`config.mk`:
```
export PLATFORM = sky130hd
export DESIGN_NAME = pipelined_prefix_adder
export DESIGN_NICKNAME = d
export VERILOG_FILES = /design/src/rtl/adder_pkg.sv /design/src/rtl/kpg_cell.sv /design/src/rtl/pipelined_prefix_adder.sv
export SDC_FILE = /design/constraint.sdc
export NUM_CORES = 1
export LEC_CHECK = 0
export ABC_CLOCK_PERIOD_IN_PS = 1500
export BUFFER_PORTS_ARGS = -buffer_cell sky130_fd_sc_hd__buf_2
export CAP_MARGIN = 20
export CORE_MARGIN = 2
export CORE_UTILIZATION = 40
export CTS_BUF_LIST = sky130_fd_sc_hd__clkbuf_4
export DETAILED_ROUTE_END_ITERATION = 8
export HOLD_SLACK_MARGIN = 0.1
export SLEW_MARGIN = 20
export SYNTH_ARGS = -nofsm -noshare
export SYNTH_HDL_FRONTEND = slang
export SYNTH_HIERARCHICAL = 1
export SYNTH_SLANG_ARGS = --single-unit
```
`constraint.sdc`:
```
create_clock -name clk -period 1.5 [get_ports clk]
set_input_delay 0.15 -clock clk [delete_from_list [all_inputs] [get_ports clk]]
set_output_delay 0.15 -clock clk [all_outputs]
set_load 0.01 [all_outputs]
```
`src/rtl/adder_pkg.sv`:
```
// adder_pkg: kill/propagate/generate encoding and prefix combine shared by adder blocks
package adder_pkg;
    typedef enum logic [1:0] {KILL = 2'b00, PROP = 2'b01, GEN = 2'b11} kpg_t;

    function automatic kpg_t kpg_encode(input logic x, input logic y);
        return (x & y) ? GEN : (x ^ y) ? PROP : KILL;
    endfunction

    function automatic kpg_t kpg_combine(input kpg_t hi, input kpg_t lo);
        return (hi == PROP) ? lo : hi;
    endfunction
endpackage

```
`src/rtl/kpg_cell.sv`:
```
// kpg_cell: one Kogge-Stone prefix node combining a higher and a lower kpg group
module kpg_cell import adder_pkg::*; (
    input  kpg_t hi,
    input  kpg_t lo,
    output kpg_t y
);
    assign y = kpg_combine(hi, lo);
endmodule

```
`src/rtl/pipelined_prefix_adder.sv`:
```
// pipelined_prefix_adder: Kogge-Stone add/sub with configurable register ranks and global stall
module pipelined_prefix_adder import adder_pkg::*; #(
    parameter int WIDTH  = 64,
    parameter int STAGES = 2,
    parameter int SB_W   = 74
) (
    input  logic             clk,
    input  logic             rst,
    input  logic             in_valid,
    output logic             in_ready,
    input  logic [WIDTH-1:0] a,
    input  logic [WIDTH-1:0] b,
    input  logic             cin,
    input  logic             sub,
    input  logic [SB_W-1:0]  sb_in,
    output logic             out_valid,
    input  logic             out_ready,
    output logic [WIDTH-1:0] sum,
    output logic             cout,
    output logic             ovf,
    output logic [SB_W-1:0]  sb_out
);
    localparam int L = $clog2(WIDTH);

    function automatic bit has_rank(input int lvl);
        bit r = 1'b0;
        for (int k = 1; k < STAGES; k++) r |= ((k * L + STAGES - 1) / STAGES == lvl);
        return r;
    endfunction

    logic             advance;
    logic [WIDTH-1:0] bx;
    logic             c0;
    logic [WIDTH:0]   carry;

    assign advance  = out_ready | ~out_valid;
    assign in_ready = advance;
    assign bx       = sub ? ~b : b;
    assign c0       = sub | cin;

    for (genvar l = 0; l <= L; l++) begin : lv
        logic [WIDTH-1:0][1:0] pd, pq;
        logic [WIDTH-1:0]      xd, xq;
        logic [SB_W-1:0]       sd, sq;
        logic                  cd, cq, vd, vq;
        if (l == 0) begin : enc
            // carry-in acts as a virtual position below bit 0, so no group ever stays PROP
            always_comb begin
                for (int i = 0; i < WIDTH; i++) pd[i] = kpg_encode(a[i], bx[i]);
                pd[0] = kpg_combine(kpg_encode(a[0], bx[0]), c0 ? GEN : KILL);
            end
            assign xd = a ^ bx;
            assign cd = c0;
            assign sd = sb_in;
            assign vd = in_valid;
        end else begin : pfx
            for (genvar i = 0; i < WIDTH; i++) begin : n
                if (i >= (1 << (l - 1))) begin : c
                    kpg_cell u_cell (
                        .hi(kpg_t'(lv[l-1].pq[i])),
                        .lo(kpg_t'(lv[l-1].pq[i-(1<<(l-1))])),
                        .y (pd[i])
                    );
                end else begin : p
                    assign pd[i] = lv[l-1].pq[i];
                end
            end
            assign xd = lv[l-1].xq;
            assign cd = lv[l-1].cq;
            assign sd = lv[l-1].sq;
            assign vd = lv[l-1].vq;
        end
        if (has_rank(l)) begin : rk
            always_ff @(posedge clk or negedge rst)
                if (!rst) {pq, xq, cq, sq, vq} <= '0;
                else if (advance) {pq, xq, cq, sq, vq} <= {pd, xd, cd, sd, vd};
        end else begin : wr
            assign {pq, xq, cq, sq, vq} = {pd, xd, cd, sd, vd};
        end
    end

    always_comb begin
        carry[0] = lv[L].cq;
        for (int i = 0; i < WIDTH; i++) carry[i+1] = (lv[L].pq[i] == GEN);
    end

    always_ff @(posedge clk or negedge rst)
        if (!rst) {sum, cout, ovf, sb_out, out_valid} <= '0;
        else if (advance) begin
            sum       <= lv[L].xq ^ carry[WIDTH-1:0];
            cout      <= carry[WIDTH];
            ovf       <= carry[WIDTH] ^ carry[WIDTH-1];
            sb_out    <= lv[L].sq;
            out_valid <= lv[L].vq;
        end
endmodule

```
==> flow_summary.json <==
{
  "die_w_um": 249,
  "p_seq_share_pct": 36.4,
  "start_kind": "flop",
  "p_comb_share_pct": 38.8,
  "clkLatencyLatePin_ns": 0.94,
  "ys_types": 21,
  "place_area_sq_mm": 0.0279,
  "switching_share_pct": 37.5,
  "path_clk_slew_ns": 0.06,
  "tightest_slew_ns": 0.555,
  "dp_slack_ns": -0.567,
  "report.final.slew_viol_count": 0,
  "dpl.hpwl_mm": 59.1,
  "p_switching_w": 0.0164,
  "synthTopCellsByArea": "dfrtp_1 43%, nand2_1 18%, a21o_1 10%",
  "seqCellArea_sq_mm": 0.0103,
  "rsz0062_at_grt": "yes",
  "max_freq_mhz": 503,
  "drive_above_1_share_pct": 26.1,
  "routed_wl_mm": 86.6,
  "synth_top_area_share_pct": 42.7,
  "clk_path_buf_depth": 3,
  "yosys.area.top_type": "dfrtp_1",
  "ys_warn_count": 6,
  "cts_tree": "done",
  "maxSlewHeadroom_pct": 63.0,
  "fin_skew_ns": 0.0785,
  "p_per_area_mw_per_mm2": 1260,
  "leakage_nw": 18.8,
  "ir_drop_mv": 0.707,
  "postCtsHoldBufs": 313,
  "dp.cells": 3982,
  "crit_type": "reg2out",
  "status": "finished with violations",
  "failed_checks": "negative setup slack",
  "dieArea_sq_mm": 0.0619,
  "max_stage_delay_ns": 0.35,
  "critPathMaxFanout": 2,
  "maxCapViolCount": 0,
  "drc": 0,
  "design_area_sq_mm": 0.0347,
  "grtUsageTotal_pct": 27.0,
  "intPower_w": 0.0272,
  "fin_tns_setup_ns": -44.53,
  "crit_path_top_delay_cell": "dfrtp_1",
  "hold_path.class": "in2reg",
  "rows": 89,
  "first_global_vias": 23900,
  "ys_seq_elements": 409,
  "htree_levels": 3,
  "finalHoldViolations": 0,
  "setup_violations": 450,
  "avgSynthCellArea_sq_um": 8.49,
  "gp_congestion": 0.909,
  "first_iter_violations": 1408,
  "cts_sinks": 409,
  "netlist_instances": 2821,
  "final_nets": 4079,
  "io_pins": 350,
  "cp_cell_sequence": "nor2b_4 > buf_12 > inv_16 > buf_16 > buf_6",
  "vias": 23300,
  "drt-vias-per-instance": 5.05,
  "cts-root-buf": "clkbuf_4",
  "ant_nets": 0,
  "crit_path_end_kind": "primary output",
  "grt_pass1_wl_mm": 131,
  "drt_first_pass_iters": 7,
  "synth_area_sq_mm": 0.0240,
  "grt_antenna_before_repair": 6,
  "fillers": 5088,
  "grt_start_max_net_pins": 80,
  "initial_core_util_pct": 40.5,
  "crit_arrival_ns": 1.84,
  "grt.overflow.total": 0,
  "syn_to_final_growth_pct": 45.0,
  "post-route-min-period_ns": 1.99,
  "stdcell_count": 4616,
  "numCtsBuffers": 118,
  "fp.coreArea_sq_mm": 0.0591,
  "io_buffers": 349,
  "synth_nets": 3157,
  "clockPowerShare_pct": 24.7,
  "yosysSeqAreaShare_pct": 42.7,
  "wl_per_cell_um": 18.8,
  "final_util_pct": 58.7,
  "post-route-period-util_pct": 133,
  "cp.required_ns": 1.35,
  "fin_ws_ns": -0.489,
  "multiInputGateArea_sq_mm": 0.0132,
  "die_h_um": 249
}
[worst paths after layout]
| path | startpoint | end | slack (ns) | cells after the start |
|---|---|---|---|---|
| min in group asynchronous | rst | lv[3].pq[16]$_DFFE_PN0P_ | 0.30 | 4 |
| worst max-delay path | out_valid$_DFFE_PN0P_ | in_ready | -0.49 | 5 |
| worst max register to register | out_valid$_DFFE_PN0P_ | lv[3].pq[90]$_DFFE_PN0P_ | -0.20 | 10 |
| worst min register to register | lv[3].sq[33]$_DFFE_PN0P_ | sb_out[33]$_DFFE_PN0P_ | 0.44 | 2 |
| max in group asynchronous | rst | lv[3].pq[85]$_DFFE_PN0P_ | 0.30 | 5 |
| worst min-delay path | out_ready | sb_out[66]$_DFFE_PN0P_ | 0.05 | 8 |
[synth_stat cells (all sizes together)]
| library cell | count |
|---|---|
| nor3 | 1 |
| nor3b | 1 |
| mux2 | 2 |
| xor2 | 64 |
| nand2b | 1 |
| clkbuf | 6 |
| ha | 128 |
| o21a | 321 |
| nor2b | 1 |
| nand2 | 1145 |
| inv | 193 |
| xnor2 | 65 |
| nor2 | 4 |
| dfrtp | 409 |
| a21o | 321 |
| buf | 91 |
| o21ai | 67 |
| a21oi | 1 |
[cell usage in the layout, fill, tap and decap left out, drive strengths merged]
cell         count
o21ai           67
ha             128
nor3             1
mux2             2
xnor2           65
nor2b            1
a21oi            1
o21a           321
xor2            64
nand2b           1
dfrtp          409
inv            197
clkinv          34
buf            571
nor2             4
diode            7
nand2         1145
clkbuf         190
dlygate4sd3    312
a21o           321
nor3b            1
bufinv           1
[logic make-up (layout without fill, tap and decap cells)]
| kind of cell | Yosys count | after routing | share of synthesized area [%] |
|---|---|---|---|
| adder cells (fa/ha/maj) | 128 | 128 | 6.68 |
| other | 0 | 7 | 0 |
| buffers and inverters | 290 | 1305 | 6.12 |
| AO/OA/AOI/OAI | 710 | 710 | 21.5 |
| multiplexers | 2 | 2 | 0.0940 |
| AND/OR/NAND/NOR | 1153 | 1153 | 18.1 |
| XOR/XNOR | 129 | 129 | 4.72 |
| flip-flops | 409 | 409 | 42.7 |
[layer usage]
metal  part of all wire (%)  vias to the layer above  global-route usage (%)
met2                     48                      758                    44.7
met5                      0                        -                       0
met1                     43                    11300                    34.5
li1                       -                    11000                       -
met4                    4.3                        0                    12.8
met3                    5.1                      230                    4.19
[registers in the layout (all words and copies together) (netlist names)]
signal,count
cout,1
lv.cq,1
lv.pq,128
lv.sq,74
lv.vq,1
lv.xq,64
out_valid,1
ovf,1
sb_out,74
sum,64
[worst max-delay path, delay by kind of cell (launching register included)]
family	cells	cell delay, ns
simple gates	1	0.18
flops	1	0.35
buf+inv	4	0.39
[power by group through the flow]
stage / sequential (W) / clock, W / combinational (W)
2_1_floorplan: 0.0157 / 0 / 0.00785
3_3_place_gp: 0.0158 / 0 / 0.0134
3_5_place_dp: 0.0159 / 0 / 0.0137
4_1_cts: 0.0158 / 0.0110 / 0.0159
5_1_grt: 0.0162 / 0.0117 / 0.0183
6_report: 0.0159 / 0.0108 / 0.0169
[metrics by stage]
step	power, W	hold WS (ns)
after global placement	0.0292	0.0268
after floorplan	0.0236	-0.146
after detailed placement	0.0295	0.0288
after CTS	0.0428	-0.0918
after global routing	0.0462	0.0620
final	0.0436	0.0463
[layout make-up]
class,instances,share of cell area (%)
sequential,409,29.6
timing repair buffer,899,23.2
inverter,193,2.13
multi-input combinational,2122,37.9
clock inverter,39,0.598
tap,773,2.78
antenna,7,0.0504
clock buffer,174,3.76
[timing repair]
action                     4_1_cts  5_1_grt
cloned                           4       20
pin swaps                      104       14
setup endpoints to repair      190      546
gates resized for setup        181      135
setup buffers                   57       24
hold endpoints to repair       694       11
No activity file was read; power rests on OpenSTA's default activity.
